`src/rtl/ad7606_pkg.sv`:
```
// Shared AD7606 definitions: FSM states, channel geometry and sample storage types.
package ad7606_pkg;

  localparam int unsigned AD_CH_NUM = 8;
  localparam int unsigned AD_DATA_W = 16;
  localparam int unsigned AD_PTR_W  = $clog2(AD_CH_NUM);
  localparam int unsigned AD_CNT_W  = 16;
  localparam int unsigned AD_ERR_W  = 8;

  typedef enum logic [1:0] {
    ST_IDLE  = 2'd0,
    ST_CONV  = 2'd1,
    ST_READY = 2'd2,
    ST_STBY  = 2'd3
  } ad_state_t;

  typedef logic [AD_DATA_W-1:0] ad_sample_t;
  typedef ad_sample_t [AD_CH_NUM-1:0] ad_samples_t;

  // Channel pointer increment with wrap after the last channel
  function automatic logic [AD_PTR_W-1:0] ad_next_ptr(input logic [AD_PTR_W-1:0] ptr);
    return (ptr == AD_PTR_W'(AD_CH_NUM - 1)) ? '0 : ptr + 1'b1;
  endfunction

endpackage

```
`src/rtl/ad7606_emu_sync.sv`:
```
// Pin-input synchroniser with rise/fall pulses. Edges are only reported once every
// flop in the chain holds a pin-derived value, so reset contents never look like an edge.
module ad7606_emu_sync #(
  parameter int unsigned P_STAGES = 2
) (
  input  logic i_clk,
  input  logic i_rst_n,
  input  logic i_d,
  output logic o_level,
  output logic o_rise_c,
  output logic o_fall_c
);

  logic [P_STAGES-1:0] sync_q;
  logic                edge_q;
  logic [P_STAGES:0]   vld_q;

  // Synchroniser chain, edge-detect register and chain-filled tracker
  always_ff @(posedge i_clk or negedge i_rst_n) begin
    if (!i_rst_n) begin
      sync_q <= '0;
      edge_q <= 1'b0;
      vld_q  <= '0;
    end else begin
      sync_q <= {sync_q[P_STAGES-2:0], i_d};
      edge_q <= sync_q[P_STAGES-1];
      vld_q  <= {vld_q[P_STAGES-1:0], 1'b1};
    end
  end

  assign o_level  = sync_q[P_STAGES-1];
  assign o_rise_c = vld_q[P_STAGES] &  sync_q[P_STAGES-1] & ~edge_q;
  assign o_fall_c = vld_q[P_STAGES] & ~sync_q[P_STAGES-1] &  edge_q;

endmodule

```
`src/rtl/ad7606_emulator.sv`:
```
// AD7606 parallel-mode device emulator: convst-triggered sampling, busy timing and
// channel readout. Define AD7606_EMU_ERRCNT_EN to build the protocol error counter.
module ad7606_emulator
  import ad7606_pkg::*;
#(
  parameter int unsigned P_CONV_CYCLES = 200,
  parameter int unsigned P_SYNC_STAGES = 2
) (
  input  logic                              i_clk,
  input  logic                              i_rst_n,
  input  logic                              i_ad_convstA,
  input  logic                              i_ad_convstB,
  input  logic                              i_ad_reset,
  input  logic                              i_ad_cs,
  input  logic                              i_ad_rd,
  input  logic                              i_ad_sel,
  input  logic                              i_ad_stby,
  input  logic [AD_CH_NUM*AD_DATA_W-1:0]    i_smp_data,
  output logic                              o_ad_busy,
  output logic                              o_ad_firstdata,
  output logic [AD_DATA_W-1:0]              o_ad_data,
  output logic                              o_ad_data_oe,
  output logic                              o_conv_done,
  output logic [AD_ERR_W-1:0]               o_err_cnt
);

  localparam int unsigned PIN_N    = 7;
  localparam int unsigned PIN_CVA  = 0;
  localparam int unsigned PIN_CVB  = 1;
  localparam int unsigned PIN_RST  = 2;
  localparam int unsigned PIN_CS   = 3;
  localparam int unsigned PIN_RD   = 4;
  localparam int unsigned PIN_SEL  = 5;
  localparam int unsigned PIN_STBY = 6;

  logic [PIN_N-1:0] pin_raw;
  logic [PIN_N-1:0] pin_lvl;
  logic [PIN_N-1:0] pin_rise;
  logic [PIN_N-1:0] pin_fall;

  ad_state_t             state;
  ad_samples_t           samples;
  logic [AD_PTR_W-1:0]   ptr;
  logic [AD_CNT_W-1:0]   cnt;

  logic cva_rise_c;
  logic dev_rst_c;
  logic stby_c;
  logic sel_c;
  logic cs_n_c;
  logic rd_n_c;
  logic rd_rise_c;
  logic rd_access_c;
  logic unused_c;

  always_comb begin
    pin_raw           = '0;
    pin_raw[PIN_CVA]  = i_ad_convstA;
    pin_raw[PIN_CVB]  = i_ad_convstB;
    pin_raw[PIN_RST]  = i_ad_reset;
    pin_raw[PIN_CS]   = i_ad_cs;
    pin_raw[PIN_RD]   = i_ad_rd;
    pin_raw[PIN_SEL]  = i_ad_sel;
    pin_raw[PIN_STBY] = i_ad_stby;
  end

  // One synchroniser per device pin
  for (genvar g = 0; g < PIN_N; g++) begin : g_sync
    ad7606_emu_sync #(
      .P_STAGES (P_SYNC_STAGES)
    ) u_sync (
      .i_clk    (i_clk),
      .i_rst_n  (i_rst_n),
      .i_d      (pin_raw[g]),
      .o_level  (pin_lvl[g]),
      .o_rise_c (pin_rise[g]),
      .o_fall_c (pin_fall[g])
    );
  end

  assign cva_rise_c  = pin_rise[PIN_CVA];
  assign dev_rst_c   = pin_lvl[PIN_RST];
  assign stby_c      = pin_lvl[PIN_STBY];
  assign sel_c       = pin_lvl[PIN_SEL];
  assign cs_n_c      = pin_lvl[PIN_CS];
  assign rd_n_c      = pin_lvl[PIN_RD];
  assign rd_rise_c   = pin_rise[PIN_RD];
  assign rd_access_c = (state == ST_READY) && !cs_n_c && !rd_n_c && !sel_c;

  // convstB and several edge pulses are synchronised but have no function in parallel mode
  assign unused_c = ^{pin_lvl, pin_rise, pin_fall};

  // Conversion FSM: reset > standby > per-state behaviour; busy and done are registered
  always_ff @(posedge i_clk or negedge i_rst_n) begin
    if (!i_rst_n) begin
      state       <= ST_IDLE;
      samples     <= '0;
      ptr         <= '0;
      cnt         <= '0;
      o_ad_busy   <= 1'b0;
      o_conv_done <= 1'b0;
    end else begin
      o_conv_done <= 1'b0;
      if (dev_rst_c) begin
        state     <= ST_IDLE;
        samples   <= '0;
        ptr       <= '0;
        cnt       <= '0;
        o_ad_busy <= 1'b0;
      end else if (stby_c) begin
        state     <= ST_STBY;
        cnt       <= '0;
        o_ad_busy <= 1'b0;
      end else begin
        case (state)
          ST_IDLE, ST_READY: begin
            if (cva_rise_c && !sel_c) begin
              state   <= ST_CONV;
              samples <= i_smp_data;
              ptr     <= '0;
              cnt     <= AD_CNT_W'(P_CONV_CYCLES);
            end else if (state == ST_READY && rd_rise_c && !cs_n_c) begin
              ptr <= ad_next_ptr(ptr);
            end
          end
          ST_CONV: begin
            if (cnt == '0) begin
              state       <= ST_READY;
              o_ad_busy   <= 1'b0;
              o_conv_done <= 1'b1;
            end else begin
              cnt       <= cnt - 1'b1;
              o_ad_busy <= 1'b1;
            end
          end
          ST_STBY: state <= ST_IDLE;
          default: state <= ST_IDLE;
        endcase
      end
    end
  end

  // Parallel read bus, one cycle behind the synchronised cs/rd access
  always_ff @(posedge i_clk or negedge i_rst_n) begin
    if (!i_rst_n) begin
      o_ad_data      <= '0;
      o_ad_data_oe   <= 1'b0;
      o_ad_firstdata <= 1'b0;
    end else begin
      o_ad_data      <= rd_access_c ? samples[ptr] : '0;
      o_ad_data_oe   <= rd_access_c;
      o_ad_firstdata <= rd_access_c && (ptr == '0);
    end
  end

`ifdef AD7606_EMU_ERRCNT_EN
  logic                bad_rd_c;
  logic                err_evt_c;
  logic [AD_ERR_W-1:0] err_cnt;

  // A misplaced read is counted once, when the cs/rd access begins
  assign bad_rd_c  = ((state == ST_IDLE) || (state == ST_CONV)) && !cs_n_c && !rd_n_c &&
                     (pin_fall[PIN_RD] || pin_fall[PIN_CS]);
  assign err_evt_c = !dev_rst_c && !stby_c &&
                     ((cva_rise_c && (sel_c || (state == ST_CONV))) || bad_rd_c);

  // Saturating protocol error counter, cleared by device reset
  always_ff @(posedge i_clk or negedge i_rst_n) begin
    if (!i_rst_n) begin
      err_cnt <= '0;
    end else if (dev_rst_c) begin
      err_cnt <= '0;
    end else if (err_evt_c && (err_cnt != '1)) begin
      err_cnt <= err_cnt + 1'b1;
    end
  end

  assign o_err_cnt = err_cnt;
`else
  assign o_err_cnt = '0;
`endif

endmodule

```
`config.mk`:
```
export PLATFORM = sky130hd
export DESIGN_NAME = ad7606_emulator
export DESIGN_NICKNAME = d
export VERILOG_FILES = /design/src/rtl/ad7606_pkg.sv /design/src/rtl/ad7606_emu_sync.sv /design/src/rtl/ad7606_emulator.sv
export SDC_FILE = /design/constraint.sdc
export NUM_CORES = 1
export LEC_CHECK = 0
export CORE_ASPECT_RATIO = 1.4
export CORE_UTILIZATION = 61
export CTS_BUF_LIST = sky130_fd_sc_hd__clkbuf_16
export DETAILED_ROUTE_END_ITERATION = 8
export DONT_BUFFER_PORTS = 1
export GPL_ROUTABILITY_DRIVEN = 0
export GPL_TIMING_DRIVEN = 0
export PLACE_DENSITY = 0.83
export SLEW_MARGIN = 30
export SYNTH_ARGS = -nofsm -noshare
export SYNTH_HDL_FRONTEND = slang
export SYNTH_HIERARCHICAL = 1
export SYNTH_SLANG_ARGS = --single-unit
```
`constraint.sdc`:
```
create_clock -name i_clk -period 3.7 [get_ports i_clk]
set_input_delay 1.11 -clock i_clk [delete_from_list [all_inputs] [get_ports i_clk]]
set_output_delay 1.11 -clock i_clk [all_outputs]
set_load 0.01 [all_outputs]
```
After elaboration in Yosys (flattened, before gate mapping)
Index checks and enable logic that the tools add are counted.
{"block": "totals", "out_inout_bits": 28, "in_bits": 137, "word_cells": 97, "ff_bits": 189}
{"block": "classes", "mux": 31, "add_sub_neg": 2, "n_eq_ne": 8, "reduce_logical": 23, "bitwise_logic": 6, "magnitude_cmp": 1}
{"operator": "$mux 128", "count": 4}
{"operator": "$mux 16", "count": 6}
{"operator": "$bmux 16 s3", "count": 1}
{"operator": "$pmux 16 s2", "count": 1}
{"operator": "$mux 3", "count": 6}
{"operator": "$logic_not 16->1", "count": 1}
{"operator": "$sub 16x1->16 const B", "count": 1}
{"operator": "$ne 4x2->1 const B", "count": 3}
{"operator": "$reduce_and 3->1", "count": 3}
{"operator": "$mux 1", "count": 8}
{"operator": "$mux 2", "count": 4}
{"operator": "$logic_and 1x1->1", "count": 7}
{"operator": "$pmux 2 s3", "count": 1}
{"operator": "$reduce_bool 3->1", "count": 2}
{"operator": "$and 1x1->1", "count": 4}
{"operator": "$eq 2x2->1 const B", "count": 2}
{"operator": "$lt 3x4->1 const B", "count": 1}
{"operator": "$reduce_bool 2->1", "count": 2}
{"operator": "$reduce_bool 4->1", "count": 1}
{"operator": "$add 3x1->3 const B", "count": 1}
{"operator": "$eq 3x3->1 const B", "count": 1}
{"operator": "$logic_not 1->1", "count": 3}
{"operator": "$logic_not 3->1", "count": 1}
{"operator": "$eq 2x1->1 const B", "count": 1}
{"operator": "5 further kinds", "count": 6}

Logic depth before layout (Yosys ltp)
Gate-level depths: netlist of the first run.
{"block": "depth", "depth_word": 9, "ltp_mapped": 8}

Modules after synthesis
Netlist of the first run, hierarchy kept.
{"module": "ad7606_emulator", "cells_per_inst": 826, "instances": 1, "area_per_inst_um2": 8324.2}
{"module": "ad7606_emu_sync", "cells_per_inst": 9, "instances": 6, "area_per_inst_um2": 171.4}

Least setup slack after synthesis of the first run
Ideal clock, no wire load.
{"block": "synth_timing", "path_type": "reg-to-reg", "from": "reg cnt[0]", "to": "reg cnt[7]", "period_less_slack_ns": 1.876, "path_stages_with_launch": 8, "n_path_buf": 1, "setup_slack_ns": 1.824, "t_arrival_ns": 1.742, "setup_time_ns": 0.133, "path_cell_list": "dfrtp_1 inv_1 ha_1 clkbuf_1 nor4b_1 nand4_1 o21ai_0 a2111oi_2"}
{"block": "synth_via", "elab_chain_cells": 5, "elab_cells_between_ends": 8}
{"item": "start: declaration", "line_no": "ad7606_emulator.sv:44", "source": "logic [AD_CNT_W-1:0] cnt;"}
{"item": "start signal: assignment", "line_no": "ad7606_emulator.sv:121", "source": "cnt <= AD_CNT_W'(P_CONV_CYCLES);"}
{"item": "start signal: assignment", "line_no": "ad7606_emulator.sv:132", "source": "cnt <= cnt - 1'b1;"}
{"item": "$sub 16x1->16", "line_no": "ad7606_emulator.sv:132"}
{"item": "$mux 16", "line_no": "ad7606_emulator.sv:127", "source": "if (cnt == '0) begin"}
{"item": "$pmux 16 s2", "line_no": "ad7606_emulator.sv:115", "source": "case (state)"}
{"item": "$mux 16", "line_no": "ad7606_emulator.sv:110", "source": "end else if (stby_c) begin"}
{"item": "$mux 16", "line_no": "ad7606_emulator.sv:104", "source": "if (dev_rst_c) begin"}
Several ways; a longest one is shown, not always the timed one. The select of a mux whose other input is x is not followed.
A chain may end at the register's enable or synchronous reset.

Worst setup path after layout of the first run
{"block": "layout_timing", "from": "reg g_sync[0].u_sync.sync_q[1]", "to": "reg samples[105] (netlist bit)"}
{"block": "layout_via", "elab_chain_cells": 5}
{"item": "start: declaration", "line_no": "ad7606_emu_sync.sv:14", "source": "logic [P_STAGES-1:0] sync_q;"}
{"item": "start signal: assignment", "line_no": "ad7606_emu_sync.sv:25", "source": "sync_q <= {sync_q[P_STAGES-2:0], i_d};"}
{"item": "$and 1x1->1 (2 in a row)", "line_no": "ad7606_emu_sync.sv:32", "source": "assign o_rise_c = vld_q[P_STAGES] & sync_q[P_STAGES-1] & ~edge_q;"}
{"item": "via cva_rise_c", "line_no": "ad7606_emulator.sv:46", "source": "logic cva_rise_c;"}
{"item": "$logic_and 1x1->1", "line_no": "ad7606_emulator.sv:117", "source": "if (cva_rise_c && !sel_c) begin"}
{"item": "$reduce_bool 2->1 (no source line)"}
{"item": "$reduce_and 3->1 (no source line)"}
{"item": "end signal: assignment", "line_no": "ad7606_emulator.sv:119", "source": "samples <= i_smp_data;"}
{"item": "end: declaration", "line_no": "ad7606_emulator.sv:42", "source": "ad_samples_t samples;"}
The timed path passes the listed nets, and every way through them passes these cells.

==> key figures, run 1 <==
Setup path
  – CP startpoint kind: flip-flop
  – Worst Setup SP: g_sync[0].u_sync/sync_q[1]
  – CP Cell Sequence: and3b_1 -> nor2b_1 -> a21oi_1 -> buf_2 -> buf_2 -> buf_2 -> nand2_1 -> o21ai_0
  – Reg2reg end: samples[105]
  – CP bufs+invs: 3
  – Max FO, Critical Path: 10
  – CP Class: reg -> reg
  – R2R depth: 8
  – WP data arrival: 2.81 ns
  – Crit path capture type: flip-flop
  – Critical R2R Launch: g_sync[0].u_sync/sync_q[1]
  – R2R setup slack: 1.22 ns
  – Crit-path max cell delay: 0.53 ns
  – Cell mode on critical path: buf_2
  – Family with the most delay on the worst path: buffers and inverters
  – Worst path required time: 4.03 ns
  – Slowest cell on crit path: a21oi_1

Final layout
  – Layout cell share with drive strength beyond 1: 11.92%
  – Synth-to-layout area growth: 9.911%
  – Fill cells: 1029
  – Number of diodes: 0
  – Final #Nets: 1017

CTS
  – Post-cts resize count: 0
  – Clk root buf: clkbuf_16
  – Clock latency at the later pin of the worst-skew pair: 0.43 ns
  – CTS clock-pin slew for the worst setup and hold paths: 0.07 ns
  – Sink Count: 189
  – Max Root-Sink Buffers: 2
  – Post-CTS Setup Bufs: 0
  – CTS Buf Count: 17
  – Htree depth: 4
  – CTS tree: yes
  – Post-CTS Hold Buffers: 0

Detailed routing
  – Mean number of vias per cell: 6.126
  – Drt wl/cell: 21.20 µm
  – WL final: 22770 µm
  – DRT antenna net count: 0
  – Detailed Route Iter0 Violations: 439
  – Vias: 6579
  – Drt pass-1 iters: 9
  – Drt drc: 1

Placement
  – Port Buf Inserts: 0
  – Detailed Place HPWL: 16720 µm

Floorplanning
  – Die area: 15000 µm²
  – Die height: 144.5 µm
  – Initial Util: 63.04%
  – IO Count: 165
  – FP Rows: 51
  – Core area: 14040 µm²
  – Die Wd: 103.8 µm

Timing
  – Layout Skew: 0.01218 ns
  – Count of pins over their slew limit: 0
  – Total negative setup slack: 0 ns
  – Hold Fails Final Rpt: 0
  – Slew @ Worst Pin: 0.8299 ns
  – Achievable Freq: 403.4 MHz
  – Setup Viol. Count Final: 0
  – RSZ-0062 raised after global routing: no
  – Post-layout min period: 2.479 ns
  – Max-slew headroom: 44.67%
  – Fin crit share: 67.00%

Power
  – Pwr per Cell Area: 524.8 nW/µm²
  – Tot Pwr: 5.105 mW
  – Static leakage: 4.212 nW
  – Worst VDD drop: 0.0003475 V

Global route
  – Pin count of the biggest net entering global routing: 190
  – GRT Util Overall: 32.20%
  – Initial antenna violation count: 0
  – Global-route wire length before repair: 35890 µm
  – Grt ovf: 0
  – Vias in the first global route: 6715

Synth
  – Yosys warning total: 6
  – Synthesized cell area: 8850 µm²
  – Avg Synthesized Cell Area: 10.41 µm²
  – Cells after Synth: 850

Min path
  – Hold Startpoint: g_sync[2].u_sync/sync_q[0]
  – Hold depth: 0
  – Hold Crit Class: reg -> reg
  – Worst hold path endpoint: g_sync[2].u_sync/sync_q[1]

Flow run
  – Max Cap Violations: 0

Status
  – Violated checks: design-rule violations
  – Status: finished with violations
[flip-flops by register name, summed over array words and instances, names as in the netlist, 2 cells and up]
signal,cells
g_sync.u_sync/edge_q,2
o_ad_data,16
cnt,16
state,2
g_sync.u_sync/vld_q,6
g_sync.u_sync/sync_q,12
ptr,3
samples,128
[per-layer routing]
| layer | vias to the layer above | share of wire [%] | GRT usage [%] |
|---|---|---|---|
| met5 | - | 0 | 0 |
| met4 | 0 | 6.7 | 22.86 |
| met3 | 87 | 8.1 | 6.039 |
| met2 | 369 | 50 | 54.01 |
| met1 | 3187 | 35 | 37.85 |
| li1 | 2936 | - | - |
[placed cells by master, fill, tap and decap left out, types with 2 or more instances in the layout]
cell / instances
buf_4: 8
and4_1: 2
inv_6: 2
bufinv_16: 4
mux2i_1: 18
nor3b_1: 3
a21oi_1: 5
conb_1: 10
or2_2: 2
o211ai_1: 7
and3_1: 2
nor4_4: 2
nand2b_1: 129
nor2_1: 27
dfrtp_1: 189
nand4_1: 5
a41oi_1: 2
nand2_1: 144
clkbuf_1: 33
clkbuf_16: 17
inv_1: 9
o31ai_1: 2
o21ai_0: 137
o21a_1: 2
nor4_1: 2
nand3_1: 7
nor3_1: 12
a31oi_1: 3
or4_1: 6
mux4_2: 32
and3b_1: 2
buf_2: 28
clkinv_4: 2
clkinv_1: 3
ha_1: 4
or3_1: 2
nor2b_1: 2
[layout make-up]
type / count / area, µm² / share of cell area (%)
tap: 185 / 231.5 / 2.380
buffer: 71 / 339.1 / 3.486
multi-input combinational: 589 / 3777 / 38.83
inverter: 8 / 30.03 / 0.3087
clock buffer: 17 / 425.4 / 4.374
sequential: 189 / 4730 / 48.62
clock inverter: 15 / 193.9 / 1.994
[worst max-delay path by stage]
stage	slack, ns	cells past startpoint	to
finish	1.22	8	samples[105]
global route	1.08	8	samples[105]
CTS	1.27	8	samples[113]
detailed placement	1.33	7	samples[72]
global placement	1.35	7	samples[71]
floorplan	1.82	7	cnt[7]
[where the power goes]
group          internal, mW  switching (mW)  leakage [nW]
logic                 0.357           0.475          1.45
registers              2.22           0.122          2.46
clock network          1.13           0.799         0.303
[stage by stage]
| stage | cells | worst slack (ns) | util, % | hold WS, ns | area (µm²) |
|---|---|---|---|---|---|
| after floorplan | 857 | 1.824 | - | 0.3312 | 8876 |
| after global routing | 1074 | 1.077 | 69.29 | 0.3450 | 9727 |
| after CTS | 1074 | 1.270 | 69.29 | 0.3437 | 9727 |
| final | 1074 | 1.221 | 69.29 | 0.3396 | 9727 |
| after detailed placement | 1042 | 1.334 | 64.88 | 0.3355 | 9107 |
| after global placement | 1042 | 1.345 | 64.88 | 0.3333 | 9107 |
Power figures use the tool's default switching activity.
==> run 2: changes to the inputs <==
--- a/config.mk
+++ b/config.mk
@@ -5,6 +5,7 @@
 export SDC_FILE = /design/constraint.sdc
 export NUM_CORES = 1
 export LEC_CHECK = 0
+export ABC_AREA = 1
 export CORE_ASPECT_RATIO = 1.4
 export CORE_UTILIZATION = 61
 export CTS_BUF_LIST = sky130_fd_sc_hd__clkbuf_16
==> constraint.sdc (replaced) <==
create_clock -name i_clk -period 2.5 [get_ports i_clk]
set_input_delay 0.75 -clock i_clk [delete_from_list [all_inputs] [get_ports i_clk]]
set_output_delay 0.75 -clock i_clk [all_outputs]
set_load 0.01 [all_outputs]
==> key figures, run 2 <==
Status
  – Status: finished, final reports clean

CTS
  – Htree depth: 4 (unchanged)
  – Max Root-Sink Buffers: 2 (unchanged)
  – Sink Count: 189 (unchanged)
  – Post-cts resize count: 0 (unchanged)
  – Post-CTS Setup Bufs: 0 (unchanged)
  – CTS clock-pin slew for the worst setup and hold paths: 0.07 ns (about the same)
  – Clock latency at the later pin of the worst-skew pair: 0.44 ns (about the same)
  – CTS Buf Count: 17 (unchanged)
  – Clk root buf: clkbuf_16
  – CTS tree: yes

Final layout
  – Number of diodes: 0 (unchanged)
  – Post-Layout Cell Count: 1255 (+17%)
  – Multi-input logic area: 3184 µm² (-16%)
  – Top flop regs: samples: 128 flops, cnt: 16 flops, o_ad_data: 16 flops
  – Layout cell share with drive strength beyond 1: 10.09% (-1.8 points)
  – Commonest cells after routing, fill and taps aside: dfrtp_1, nand2_1, o21ai_0
  – Largest register FFs: 128 (unchanged)
  – Reg area: 4730 µm² (unchanged)
  – Fill cells: 1142 (+11%)
  – Commonest non-fill, non-tap cell in the layout: dfrtp_1
  – Largest Register: samples
  – Final #Nets: 1198 (+18%)
  – Synth-to-layout area growth: 9.958% (about the same)

Global route
  – Initial antenna violation count: 0 (unchanged)
  – GRT Util Overall: 33.03% (+0.83 points)
  – Pin count of the biggest net entering global routing: 162 (-15%)
  – Global-route wire length before repair: 35240 µm (-1.8%)
  – Grt ovf: 0 (unchanged)
  – Vias in the first global route: 6961 (+3.7%)

Timing
  – RSZ-0062 raised after global routing: no
  – Hold Fails Final Rpt: 0 (unchanged)
  – Count of pins over their slew limit: 0 (unchanged)
  – Max-slew headroom: 50.51% (+5.8 points)
  – Post-layout min period: 1.973 ns (-0.5057 ns)
  – Layout Skew: 0.008695 ns (-0.003482 ns)
  – Total negative setup slack: 0 ns (unchanged)
  – Achievable Freq: 506.8 MHz (+26%)
  – Slew @ Worst Pin: 0.7399 ns (-0.08996 ns)
  – Setup Viol. Count Final: 0 (unchanged)
  – Fin crit share: 78.93% (+12 points)

Setup path
  – Max FO, Critical Path: 10 (unchanged)
  – Crit path capture type: flip-flop
  – CP Class: reg -> reg
  – WP data arrival: 2.34 ns (-0.47 ns)
  – Worst path required time: 2.87 ns (-1.16 ns)
  – CP startpoint kind: flip-flop
  – Critical R2R Launch: g_sync[2].u_sync/sync_q[1]
  – Worst Setup SP: g_sync[2].u_sync/sync_q[1]

Floorplanning
  – Die area: 14660 µm² (-2.3%)
  – Die Wd: 102.6 µm (-1.1%)
  – FP Rows: 51 (unchanged)
  – Initial Util: 62.43% (-0.61 points)
  – Core area: 13850 µm² (-1.4%)
  – IO Count: 165 (unchanged)
  – Die height: 142.9 µm (-1.1%)

Detailed routing
  – Drt drc: 0 (-1)
  – Mean number of vias per cell: 5.796 (-5.4%)
  – Drt pass-1 iters: 5 (-4)
  – Detailed Route Iter0 Violations: 481 (+9.6%)
  – DRT antenna net count: 0 (unchanged)
  – Drt wl/cell: 18.54 µm (-13%)
  – Vias: 7274 (+11%)
  – WL final: 23260 µm (+2.2%)

Synth
  – Synthesized cell area: 8645 µm² (-2.3%)
  – Avg Synthesized Cell Area: 8.409 µm² (-19%)
  – Yosys warning total: 6 (unchanged)
  – Cells after Synth: 1028 (+21%)

Power
  – Static leakage: 4.429 nW (+5.1%)
  – Pwr per Cell Area: 810.1 nW/µm² (+54%)
  – Worst VDD drop: 0.0004899 V (+41%)

Placement
  – Detailed Place HPWL: 16780 µm (+0.37%)
  – Port Buf Inserts: 0 (unchanged)
  – Placed Instances: 1220 (+17%)

Min path
  – Hold Crit Class: in -> async

Flow run
  – Max Cap Violations: 0 (unchanged)
run 2: per-layer routing:
metal / vias to the layer above / global-route usage [%] / part of all wire, %
met5: - / 0 / 0
met4: 0 / 21.13 / 5.8
met3: 75 / 8.174 / 8.1
met2: 324 / 54.56 / 50
met1: 3438 / 37.80 / 37
li1: 3437 / - / -
run 2: power by group:
group | leakage, nW | internal, mW | switching [mW] | total (mW)
logic | 1.69 | 0.499 | 1.14 | 1.64
registers | 2.46 | 3.30 | 0.139 | 3.44
clock network | 0.276 | 1.39 | 1.24 | 2.63
total | 4.43 | 5.18 | 2.52 | 7.70
run 2: repair_timing:
action,CTS,global route
hold buffers,1,2
setup endpoints to repair,0,0
endpoints found under the hold margin,29,2
run 2: worst max-delay path: stages, from the launching register on:
cell and delay [ns]:
dfrtp_1 0.47, inv_2 0.23, buf_2 0.34, buf_1 0.57, nand3_1 0.16, o21ai_1 0.12
run 2: cell type report:
cell class	instances	share of cell area [%]
flip-flops and latches	189	49.76
multi-input cells	669	33.50
clock buffers	17	4.475
inverters	102	4.054
plain buffers	75	3.909
well taps	185	2.435
clock inverters	15	1.448
repair buffers	3	0.4212
run 2: final timing paths:
path	cells past startpoint	slack, ns	endpoint
setup / recovery	5	0.53	samples[27]
hold / removal	0	0.01	cnt[1]
setup reg to reg	5	0.53	samples[27]
hold reg to reg	0	0.35	g_sync[0].u_sync/vld_q[1]
max in group asynchronous	1	1.20	samples[23]
min in group i_clk	0	0.33	g_sync[5].u_sync/sync_q[0]
run 2: stage by stage:
stage	total power [mW]	setup WS [ns]	hold WS, ns	cell area [µm²]	utilization [%]
2_1_floorplan	4.598	1.029	0.3312	8671	-
3_3_place_gp	5.017	0.5633	0.3311	8902	64.29
3_5_place_dp	5.058	0.5668	0.3358	8902	64.29
4_1_cts	7.649	0.5199	0.0002776	9485	68.50
5_1_grt	8.010	0.4482	-0.001097	9505	68.65
6_report	7.701	0.5267	0.01349	9505	68.65
